<file path="src/rtl/alink_rsp_phy_pkg.sv">
// Shared constants, serializer state encoding and word framing for the ALINK responder PHY.
// Optional feature: define ALINK_RSP_PARITY_EN to append an odd-parity bit to every word.
package alink_rsp_phy_pkg;

    localparam int unsigned AlinkRspBitCyc  = 16;
    localparam int unsigned AlinkRspToutCyc = 256;
    localparam int unsigned AlinkTaskWords  = 23;

`ifdef ALINK_RSP_PARITY_EN
    localparam int unsigned RspWordBits = 33;
`else
    localparam int unsigned RspWordBits = 32;
`endif

    typedef enum logic [1:0] {
        StIdle  = 2'd0,
        StPulse = 2'd1,
        StGap   = 2'd2
    } ser_state_e;

    // Word as it travels on the line, MSB first; parity (if any) trails bit 0.
    function automatic logic [RspWordBits-1:0] rsp_frame(input logic [31:0] dat);
`ifdef ALINK_RSP_PARITY_EN
        return {dat, ~^dat};
`else
        return dat;
`endif
    endfunction

endpackage

</file>
<file path="src/rtl/alink_rsp_ser.sv">
// Report serializer: one word at a time, each bit a BitCyc pulse followed by a BitCyc gap.
// Word length follows ALINK_RSP_PARITY_EN through the package.
module alink_rsp_ser
    import alink_rsp_phy_pkg::*;
#(
    parameter int unsigned BitCyc = AlinkRspBitCyc
) (
    input  logic        clk_i,
    input  logic        rst_i,
    input  logic        rpt_vld_i,
    input  logic [31:0] rpt_dat_i,
    output logic        rpt_rdy_o,
    output logic        rpt_p_o,
    output logic        rpt_n_o
);

    localparam int unsigned BitW   = $clog2(RspWordBits);
    localparam int unsigned TimerW = $clog2(BitCyc + 1);

    ser_state_e             state_q, state_d;
    logic [BitW-1:0]        bit_q, bit_d;
    logic [TimerW-1:0]      timer_q, timer_d;
    logic [RspWordBits-1:0] word_q, word_d;
    logic                   p_q, p_d, n_q, n_d;

    // Next state; line outputs are computed from the next state so they leave a register.
    always_comb begin
        state_d = state_q;
        bit_d   = bit_q;
        timer_d = timer_q;
        word_d  = word_q;
        p_d     = 1'b0;
        n_d     = 1'b0;
        unique case (state_q)
            StIdle: begin
                if (rpt_vld_i) begin
                    word_d  = rsp_frame(rpt_dat_i);
                    bit_d   = BitW'(RspWordBits - 1);
                    timer_d = '0;
                    state_d = StPulse;
                    p_d     = word_d[bit_d];
                    n_d     = ~word_d[bit_d];
                end
            end
            StPulse: begin
                if (timer_q == TimerW'(BitCyc - 1)) begin
                    timer_d = '0;
                    state_d = StGap;
                end else begin
                    timer_d = timer_q + TimerW'(1);
                    p_d     = word_q[bit_q];
                    n_d     = ~word_q[bit_q];
                end
            end
            StGap: begin
                if (timer_q == TimerW'(BitCyc - 1)) begin
                    timer_d = '0;
                    if (bit_q == '0) begin
                        state_d = StIdle;
                    end else begin
                        bit_d   = bit_q - BitW'(1);
                        state_d = StPulse;
                        p_d     = word_q[bit_d];
                        n_d     = ~word_q[bit_d];
                    end
                end else begin
                    timer_d = timer_q + TimerW'(1);
                end
            end
            default: state_d = StIdle;
        endcase
    end

    // State and line registers; reset drops the line to idle on the same edge.
    always_ff @(posedge clk_i) begin
        if (rst_i) begin
            state_q <= StIdle;
            bit_q   <= '0;
            timer_q <= '0;
            word_q  <= '0;
            p_q     <= 1'b0;
            n_q     <= 1'b0;
        end else begin
            state_q <= state_d;
            bit_q   <= bit_d;
            timer_q <= timer_d;
            word_q  <= word_d;
            p_q     <= p_d;
            n_q     <= n_d;
        end
    end

    assign rpt_rdy_o = (state_q == StIdle);
    assign rpt_p_o   = p_q;
    assign rpt_n_o   = n_q;

endmodule

</file>
<file path="src/rtl/alink_rsp_phy.sv">
// ALINK far-end responder: task-line decoder with single-entry holding stage, plus report
// serializer. Define ALINK_RSP_PARITY_EN to carry and check a trailing odd-parity bit.
module alink_rsp_phy
    import alink_rsp_phy_pkg::*;
#(
    parameter int unsigned BitCyc    = AlinkRspBitCyc,
    parameter int unsigned ToutCyc   = AlinkRspToutCyc,
    parameter int unsigned TaskWords = AlinkTaskWords
) (
    input  logic        clk_i,
    input  logic        rst_i,
    input  logic        line_p_i,
    input  logic        line_n_i,
    output logic        task_vld_o,
    output logic [31:0] task_dat_o,
    output logic        task_sof_o,
    output logic        task_eof_o,
    input  logic        task_rdy_i,
    input  logic        rpt_vld_i,
    input  logic [31:0] rpt_dat_i,
    output logic        rpt_rdy_o,
    output logic        rpt_p_o,
    output logic        rpt_n_o,
    output logic        err_ovf_o,
    output logic        err_sym_o
);

    localparam int unsigned CntW  = $clog2(RspWordBits);
    localparam int unsigned IdxW  = $clog2(TaskWords);
    localparam int unsigned IdleW = $clog2(ToutCyc + 1);

    logic [2:0]             p_sync_q, n_sync_q;
    logic                   rise_p_q, rise_n_q, coll_q;
    logic [RspWordBits-2:0] shift_q, shift_d;
    logic [CntW-1:0]        bit_cnt_q, bit_cnt_d;
    logic [IdxW-1:0]        word_idx_q, word_idx_d;
    logic [IdleW-1:0]       idle_q, idle_d;
    logic                   task_vld_q, task_vld_d, sof_q, sof_d, eof_q, eof_d;
    logic [31:0]            task_dat_q, task_dat_d;
    logic                   err_ovf_q, err_ovf_d, err_sym_q, err_sym_d;
    logic [RspWordBits-1:0] word_full;
    logic                   word_done, word_ok;

    // Two-FF synchronizer plus a third stage for edge detection; edges and collisions registered.
    always_ff @(posedge clk_i) begin
        if (rst_i) begin
            p_sync_q <= '0;
            n_sync_q <= '0;
            rise_p_q <= 1'b0;
            rise_n_q <= 1'b0;
            coll_q   <= 1'b0;
        end else begin
            p_sync_q <= {p_sync_q[1:0], line_p_i};
            n_sync_q <= {n_sync_q[1:0], line_n_i};
            rise_p_q <= p_sync_q[1] & ~p_sync_q[2];
            rise_n_q <= n_sync_q[1] & ~n_sync_q[2];
            coll_q   <= p_sync_q[1] & n_sync_q[1];
        end
    end

    assign word_full = {shift_q, rise_p_q};

    // Bit assembly, idle timeout, frame position and holding stage.
    always_comb begin
        shift_d    = shift_q;
        bit_cnt_d  = bit_cnt_q;
        word_idx_d = word_idx_q;
        idle_d     = idle_q;
        task_vld_d = task_vld_q;
        task_dat_d = task_dat_q;
        sof_d      = sof_q;
        eof_d      = eof_q;
        err_ovf_d  = err_ovf_q;
        err_sym_d  = err_sym_q;
        word_done  = 1'b0;

        if (task_vld_q && task_rdy_i) begin
            task_vld_d = 1'b0;
        end

        if (coll_q || (rise_p_q && rise_n_q)) begin
            err_sym_d = 1'b1;
            bit_cnt_d = '0;
            idle_d    = '0;
        end else if (rise_p_q || rise_n_q) begin
            shift_d = word_full[RspWordBits-2:0];
            idle_d  = '0;
            if (bit_cnt_q == CntW'(RspWordBits - 1)) begin
                bit_cnt_d = '0;
                word_done = 1'b1;
            end else begin
                bit_cnt_d = bit_cnt_q + CntW'(1);
            end
        end else if ((bit_cnt_q != '0) || (word_idx_q != '0)) begin
            // Abandon a stalled word/frame so the next word restarts at sof.
            if (idle_q == IdleW'(ToutCyc - 1)) begin
                bit_cnt_d  = '0;
                word_idx_d = '0;
                idle_d     = '0;
            end else begin
                idle_d = idle_q + IdleW'(1);
            end
        end

        word_ok = word_done;
`ifdef ALINK_RSP_PARITY_EN
        if (word_done && !(^word_full)) begin
            err_sym_d = 1'b1;
            word_ok   = 1'b0;
        end
`endif

        if (word_ok) begin
            word_idx_d = (word_idx_q == IdxW'(TaskWords - 1)) ? '0 : word_idx_q + IdxW'(1);
            if (task_vld_q && !task_rdy_i) begin
                err_ovf_d = 1'b1;
            end else begin
                task_vld_d = 1'b1;
                task_dat_d = word_full[RspWordBits-1 -: 32];
                sof_d      = (word_idx_q == '0);
                eof_d      = (word_idx_q == IdxW'(TaskWords - 1));
            end
        end
    end

    // Decoder and holding-stage registers.
    always_ff @(posedge clk_i) begin
        if (rst_i) begin
            shift_q    <= '0;
            bit_cnt_q  <= '0;
            word_idx_q <= '0;
            idle_q     <= '0;
            task_vld_q <= 1'b0;
            task_dat_q <= '0;
            sof_q      <= 1'b0;
            eof_q      <= 1'b0;
            err_ovf_q  <= 1'b0;
            err_sym_q  <= 1'b0;
        end else begin
            shift_q    <= shift_d;
            bit_cnt_q  <= bit_cnt_d;
            word_idx_q <= word_idx_d;
            idle_q     <= idle_d;
            task_vld_q <= task_vld_d;
            task_dat_q <= task_dat_d;
            sof_q      <= sof_d;
            eof_q      <= eof_d;
            err_ovf_q  <= err_ovf_d;
            err_sym_q  <= err_sym_d;
        end
    end

    assign task_vld_o = task_vld_q;
    assign task_dat_o = task_dat_q;
    assign task_sof_o = task_vld_q & sof_q;
    assign task_eof_o = task_vld_q & eof_q;
    assign err_ovf_o  = err_ovf_q;
    assign err_sym_o  = err_sym_q;

    alink_rsp_ser #(
        .BitCyc(BitCyc)
    ) u_ser (
        .clk_i    (clk_i),
        .rst_i    (rst_i),
        .rpt_vld_i(rpt_vld_i),
        .rpt_dat_i(rpt_dat_i),
        .rpt_rdy_o(rpt_rdy_o),
        .rpt_p_o  (rpt_p_o),
        .rpt_n_o  (rpt_n_o)
    );

endmodule

</file>
<file path="config.mk">
export PLATFORM = sky130hd
export DESIGN_NAME = alink_rsp_phy
export DESIGN_NICKNAME = d
export VERILOG_FILES = /design/src/rtl/alink_rsp_phy_pkg.sv /design/src/rtl/alink_rsp_ser.sv /design/src/rtl/alink_rsp_phy.sv
export SDC_FILE = /design/constraint.sdc
export NUM_CORES = 1
export LEC_CHECK = 0
export BUFFER_PORTS_ARGS = -buffer_cell sky130_fd_sc_hd__buf_4
export CAP_MARGIN = 40
export CORE_UTILIZATION = 40
export DETAILED_ROUTE_END_ITERATION = 7
export GPL_TIMING_DRIVEN = 1
export MAX_ROUTING_LAYER = met4
export PLACE_DENSITY = 0.65
export SLEW_MARGIN = 20
export SYNTH_ARGS = -nofsm -noshare
export SYNTH_HDL_FRONTEND = slang
export SYNTH_SLANG_ARGS = --single-unit
</file>
<file path="constraint.sdc">
create_clock -name clk_i -period 5.3 [get_ports clk_i]
set_input_delay 0.53 -clock clk_i [delete_from_list [all_inputs] [get_ports clk_i]]
set_output_delay 0.53 -clock clk_i [all_outputs]
set_load 0.01 [all_outputs]
</file>
### Yosys cells after proc, flatten, opt, wreduce, memory -nomap -nowiden

Cells that the tools add are included.

| operators by class | value |
|---|---|
| divide/modulo/power cells | 0 |
| $lt $le $gt $ge | 2 |
| multipliers | 0 |
| muxes and demuxes | 41 |
| bitwise gates (word level) | 12 |
| shifts and indexed selects | 0 |
| equal/unequal tests | 12 |
| reduce and logical (&&, ||, !) cells | 30 |
| add/sub/neg operators | 5 |

Operators with widths:

| operator | number |
|---|---|
| 5-bit two-way mux | 13 |
| 5-bit one-hot mux with 2 select lines | 2 |
| 1-bit two-way mux | 17 |
| 5-bit by 1-bit adder with 5-bit output (second input constant) | 3 |
| 5-bit by 6-bit less-than comparator with 1-bit output (second input constant) | 2 |
| 2-bit AND reduction | 6 |
| 2-bit nonzero test | 6 |
| 1-bit binary-select mux with 5-bit select | 2 |
| 5-bit == test (second input constant) | 2 |
| 5-bit logical NOT | 2 |
| 5-bit nonzero test | 2 |
| 9-bit by 1-bit adder with 9-bit output (second input constant) | 1 |
| 9-bit by 8-bit == test with 1-bit output (second input constant) | 1 |
| 9-bit two-way mux | 1 |
| 2-bit inequality test (second input constant) | 4 |
| 4-bit AND reduction | 2 |
| 1-bit inverter | 7 |
| 2-bit two-way mux | 3 |
| 1-bit one-hot mux with 3 select lines | 2 |
| 2-bit one-hot mux with 3 select lines | 1 |
| 1-bit bitwise AND | 5 |
| 5-bit by 4-bit == test with 1-bit output (second input constant) | 1 |
| 5-bit by 1-bit subtractor with 5-bit output (second input constant) | 1 |
| 2-bit by 1-bit inequality test with 1-bit output (second input constant) | 2 |
| 9 further kinds | 14 |

| word-level totals | value |
|---|---|
| bits in writable memories | 0 |
| logic and storage cells | 123 |
| bits in read-only memories | 0 |
| latch bits | 0 |
| memories kept | 0 |
| flip-flop bits (word level) | 142 |

### Depth between registers and ports, before layout

| logic depth | value |
|---|---|
| depth in word-level cells | 7 |
| depth in mapped cells | 10 |
| gate-level depth less buffers | 8 |

### Hierarchy

Synthesis repeated with hierarchy kept, for this count alone.

| second synthesis, totals | value |
|---|---|
| cell total of the unflattened synthesis | 731 |
| area, all modules | 6147.1 µm² |

Modules (own cells, without submodules):

| module | cells each | area each (µm²) | times used |
|---|---|---|---|
| alink_rsp_phy | 437 | 3678.5 | 1 |
| alink_rsp_ser | 294 | 2468.6 | 1 |

### Worst setup path after synthesis

Ideal clock, no wire load.

| timing path | value |
|---|---|
| path type | register to register |
| from | register u_ser.bit_q[0] |
| to | register u_ser.p_q, in the netlist u_ser.rpt_p_o |
| setup time | 0.114 ns |
| arrival time | 2.433 ns |
| required time | 5.186 ns |
| clock period less this slack | 2.547 ns |
| cell stages (with the launch flop) | 11 |
| setup slack | 2.753 ns |
| cell sequence | dfxtp_1 buf_2 buf_4 clkinv_1 ha_1 clkbuf_1 mux4_2 mux2i_1 mux2i_1 mux2_2 a21o_1 |

| between the ends | value |
|---|---|
| cells in the longest elaborated chain, start to end | 6 |
| elaborated cells on any way between the ends | 10 |
| those cells by class | add/sub (1); mux (8); reduce/logical (1) |

RTL lines:

| what | RTL line | text |
|---|---|---|
| start: declaration | alink_rsp_ser.sv:21 | `logic [BitW-1:0] bit_q, bit_d;` |
| start signal: assignment | alink_rsp_ser.sv:85 | `bit_q <= bit_d;` |
| 5-bit by 1-bit subtractor with 5-bit output | alink_rsp_ser.sv:61 | `bit_d = bit_q - BitW'(1);` |
| 1-bit binary-select mux with 5-bit select | alink_rsp_ser.sv:63 | `p_d = word_q[bit_d];` |
| 1-bit two-way mux (implied by the code) | alink_rsp_ser.sv:63 |  |
| 1-bit two-way mux | alink_rsp_ser.sv:58 | `if (bit_q == '0) begin` |
| 1-bit two-way mux | alink_rsp_ser.sv:56 | `if (timer_q == TimerW'(BitCyc - 1)) begin` |
| 1-bit one-hot mux with 3 select lines (*) | alink_rsp_ser.sv:34 | `unique case (state_q)` |
| end signal: assignment | alink_rsp_ser.sv:88 | `p_q <= p_d;` |
| end: declaration | alink_rsp_ser.sv:24 | `logic p_q, p_d, n_q, n_d;` |

Every way passes the cells marked *; elsewhere a longest branch is shown, timed or not. The select of a mux whose other input is x is not followed.
A chain may end at the register's enable or synchronous reset.

### Final worst setup path

Same ends and word-level chain as after synthesis.

==> flow_metrics.py <==
metrics = {
    "synth": {
        "ys_seq_elements": 142,
        "synth-main-ff-cell": "dfxtp_1",
        "synth_top_area_cell": "dfxtp_1",
        "ys_types": 54,
        "synth_area_mm2": 0.00603,
        "syn_area_per_cell_um2": 8.36,
        "synthCells": 722,
        "yosysWarnings": 0,
        "synth-async-reset-ratio_pct": 0,
        "syn_nets": 774,
        "ys_top_cells_by_area": "dfxtp_1 (47%), nand2_1 (13%), a21oi_1 (9.6%), mux4_2 (5.2%), ha_1 (2.9%)",
        "synth_edf_count": 0,
        "synth_top_area_share_pct": 47.1,
        "yosysMostFrequentCell": "nand2_1",
        "yosysSeqAreaShare_pct": 47.1,
        "synth_common_cells": "nand2_1 (210), dfxtp_1 (142), a21oi_1 (116)",
    },
    "power": {
        "irDropWorstVdd_mv": 0.222,
        "p_leak_nw": 2.77,
        "power_mw": 2.57,
        "cellPowerDensity_mw_per_mm2": 350,
    },
    "flow_run": {
        "maxCapViolations": 0,
    },
    "run_status": {
        "violations": "DRC",
        "status": "complete, but fails checks",
    },
    "clock_network": {
        "clock-sinks": 142,
        "cts_hold_buf": 0,
        "clock_path_buffers": 2,
        "cts_tree": "done",
        "clockRootBuffer": "clkbuf_16",
        "cts.htree.levels": 4,
        "cts_resized": 0,
        "path_clk_slew_ns": 0.06,
        "clock_latency_ns": 0.41,
        "post_cts_buffers": 0,
        "cts_buffers": 17,
    },
    "setup_path": {
        "crit_cells": 7,
        "ff2ff_setup_slack_ns": 2.23,
        "rr_startpoint": "u_ser.bit_q[0]$_SDFFE_PP0P_",
        "startpoint_type": "flop",
        "cp-startpoint": "u_ser.bit_q[0]$_SDFFE_PP0P_",
        "required_ns": 5.61,
        "cp_data_arrival_time_ns": 3.38,
        "endpoint": "u_ser.rpt_p_o$_SDFF_PP0_",
        "critPathKind": "flop to flop",
        "crit_top_cell": "mux2i_1",
        "r2r_cells": 7,
        "worst-path-buf-inv": 1,
        "crit_fanout": 15,
        "cpMaxStageDelayCell": "dfxtp_1",
        "cp_cell_sequence": "clkinv_1 -> ha_1 -> mux4_2 -> mux2i_1 -> mux2i_1 -> mux2_2 -> a21o_1",
        "critPathMaxStageDelay_ns": 0.84,
        "critPathTopFamily": "multiplexers",
        "timing.rr.end": "u_ser.rpt_p_o$_SDFF_PP0_",
        "crit_path_end_kind": "flop",
    },
    "place": {
        "dp_slack_ns": 2.24,
        "dp_hpwl_mm": 8.45,
        "portBuffers": 77,
        "gp_congestion": 0.814,
    },
    "floorplanning": {
        "die_h_um": 125,
        "dieArea_mm2": 0.0156,
        "start_util_pct": 41.2,
        "io_pins": 78,
        "core_mm2": 0.0146,
        "die_w_um": 125,
        "rows": 44,
    },
    "finish": {
        "fillers": 1440,
        "antenna_cells": 0,
        "drive_gt1_share_pct": 17.2,
        "synthToLayoutAreaGrowth_pct": 21.8,
        "nets": 833,
    },
    "global_routing": {
        "grt.overflow.total": 0,
        "antenna_found_initial": 0,
        "grt_usage_pct": 17.6,
        "grt_pass1_vias": 4505,
        "grt_pass1_wl_mm": 21.8,
        "grt_max_degree": 86,
    },
    "detailed_routing": {
        "drtAntennaViolNets": 0,
        "drc": 7,
        "detail_route.wl_per_cell_um": 13.0,
        "wl_mm": 12.7,
        "via_per_inst": 5.05,
        "drtPass1Iterations": 6,
        "drt_iter0_markers": 316,
        "via_count": 4931,
    },
    "sta": {
        "fin_crit_ns": 3.07,
        "worst_pin_slew_ns": 0.822,
        "slew_viol_final": 0,
        "timing.hold.ws_ns": 0.336,
        "timing.fmax_ghz": 0.326,
        "slew_headroom_pct": 44.4,
        "grt_setup_unrepaired": "no",
        "setup_ws_ns": 2.23,
        "setup_violations": 0,
        "min_period_over_period_pct": 57.9,
        "setup_tns_ns": 0,
        "hold_violations": 0,
        "fin_skew_ns": 0.0123,
    },
    "min_path": {
        "hp-class": "input pin to flop",
    },
}
-- power breakdown --
group	internal [mW]	switching [mW]	leakage (nW)	total, mW
clock network	0.727	0.434	0.271	1.16
logic	0.127	0.137	1.34	0.265
registers	1.10	0.0436	1.15	1.14
-- cell families after synthesis --
logic type	share of synthesized area (%)
AO/OA/AOI/OAI	13.6
XOR/XNOR	1.74
adder cells (fa/ha/maj)	3.07
buffers and inverters	3.98
flip-flops	47.1
multiplexers	7.75
AND/OR/NAND/NOR	22.7
-- metal layers --
layer	track usage [%]	routed length [µm]
met1	22.7	6260
met4	6.38	76
met2	26.7	5990
met3	4.51	328
met5	-	0
-- cells in the final DEF (no fill, tap or decap), types with 2 or more instances in the layout --
cell | Yosys | routed
nand4b_1 | 3 | 3
clkinvlp_4 | 0 | 4
clkbuf_1 | 31 | 2
buf_8 | 0 | 2
bufinv_16 | 0 | 2
nand4_1 | 4 | 4
mux2_2 | 2 | 2
or3_1 | 3 | 3
xor2_1 | 4 | 4
a31oi_1 | 3 | 3
xnor2_1 | 8 | 8
buf_4 | 1 | 82
a221oi_1 | 2 | 2
a21o_1 | 3 | 3
nor4b_1 | 2 | 2
inv_1 | 15 | 15
clkbuf_8 | 0 | 3
or4b_2 | 2 | 2
a21oi_1 | 116 | 116
nand2_1 | 210 | 210
dfxtp_1 | 142 | 142
mux4_2 | 14 | 14
clkbuf_16 | 0 | 17
and2_1 | 6 | 6
nand3b_1 | 2 | 2
nor2b_1 | 12 | 11
nor3_1 | 12 | 12
and3_1 | 3 | 3
nor2_1 | 30 | 30
o22ai_1 | 2 | 2
nand2b_1 | 7 | 7
a22o_1 | 2 | 2
ha_1 | 14 | 14
nand3_1 | 10 | 10
o21ai_0 | 10 | 10
mux2i_1 | 13 | 13
-- flip-flops by register name, indices dropped and copies added (netlist names), 2 cells and up --
| name | cells |
|---|---|
| task_dat_o | 32 |
| u_ser.word_q | 32 |
| shift_q | 31 |
| idle_q | 9 |
| bit_cnt_q | 5 |
| u_ser.bit_q | 5 |
| u_ser.timer_q | 5 |
| word_idx_q | 5 |
| n_sync_q | 3 |
| p_sync_q | 3 |
| u_ser.state_q | 2 |
-- worst min-delay path by stage --
stage	to	start	slack (ns)	cells after the start
6_report	p_sync_q[0]$_SDFF_PP0_	line_p_i	0.34	2
3_3_place_gp	rise_n_q$_SDFF_PP0_	n_sync_q[2]$_SDFF_PP0_	0.37	1
2_1_floorplan	rise_n_q$_SDFF_PP0_	n_sync_q[2]$_SDFF_PP0_	0.37	1
4_1_cts	p_sync_q[0]$_SDFF_PP0_	line_p_i	0.32	2
5_1_grt	p_sync_q[0]$_SDFF_PP0_	line_p_i	0.32	2
3_5_place_dp	rise_n_q$_SDFF_PP0_	n_sync_q[2]$_SDFF_PP0_	0.37	1
-- worst register-to-register path, cell delays in order, from the launching register on --
cell	delay (ns)
dfxtp_1	0.84
clkinv_1	0.43
ha_1	0.63
mux4_2	0.37
mux2i_1	0.15
mux2i_1	0.09
mux2_2	0.30
a21o_1	0.16
-- final cells by class --
type,instances,area (µm²),share of cell area [%]
multi-input combinational,519,2960,40.3
sequential,142,2840,38.7
timing repair buffer,85,673,9.16
clock buffer,22,474,6.45
tap,184,230,3.13
clock inverter,8,108,1.46
inverter,16,60.1,0.817
-- stage by stage --
stage	util (%)	cells	cell area (µm²)
6_report	50.2	976	7350
3_5_place_dp	46.0	945	6740
3_3_place_gp	45.8	943	6710
4_1_cts	50.0	975	7320
2_1_floorplan	-	722	6030
5_1_grt	50.2	976	7350
No activity file was read; power rests on OpenSTA's default activity.
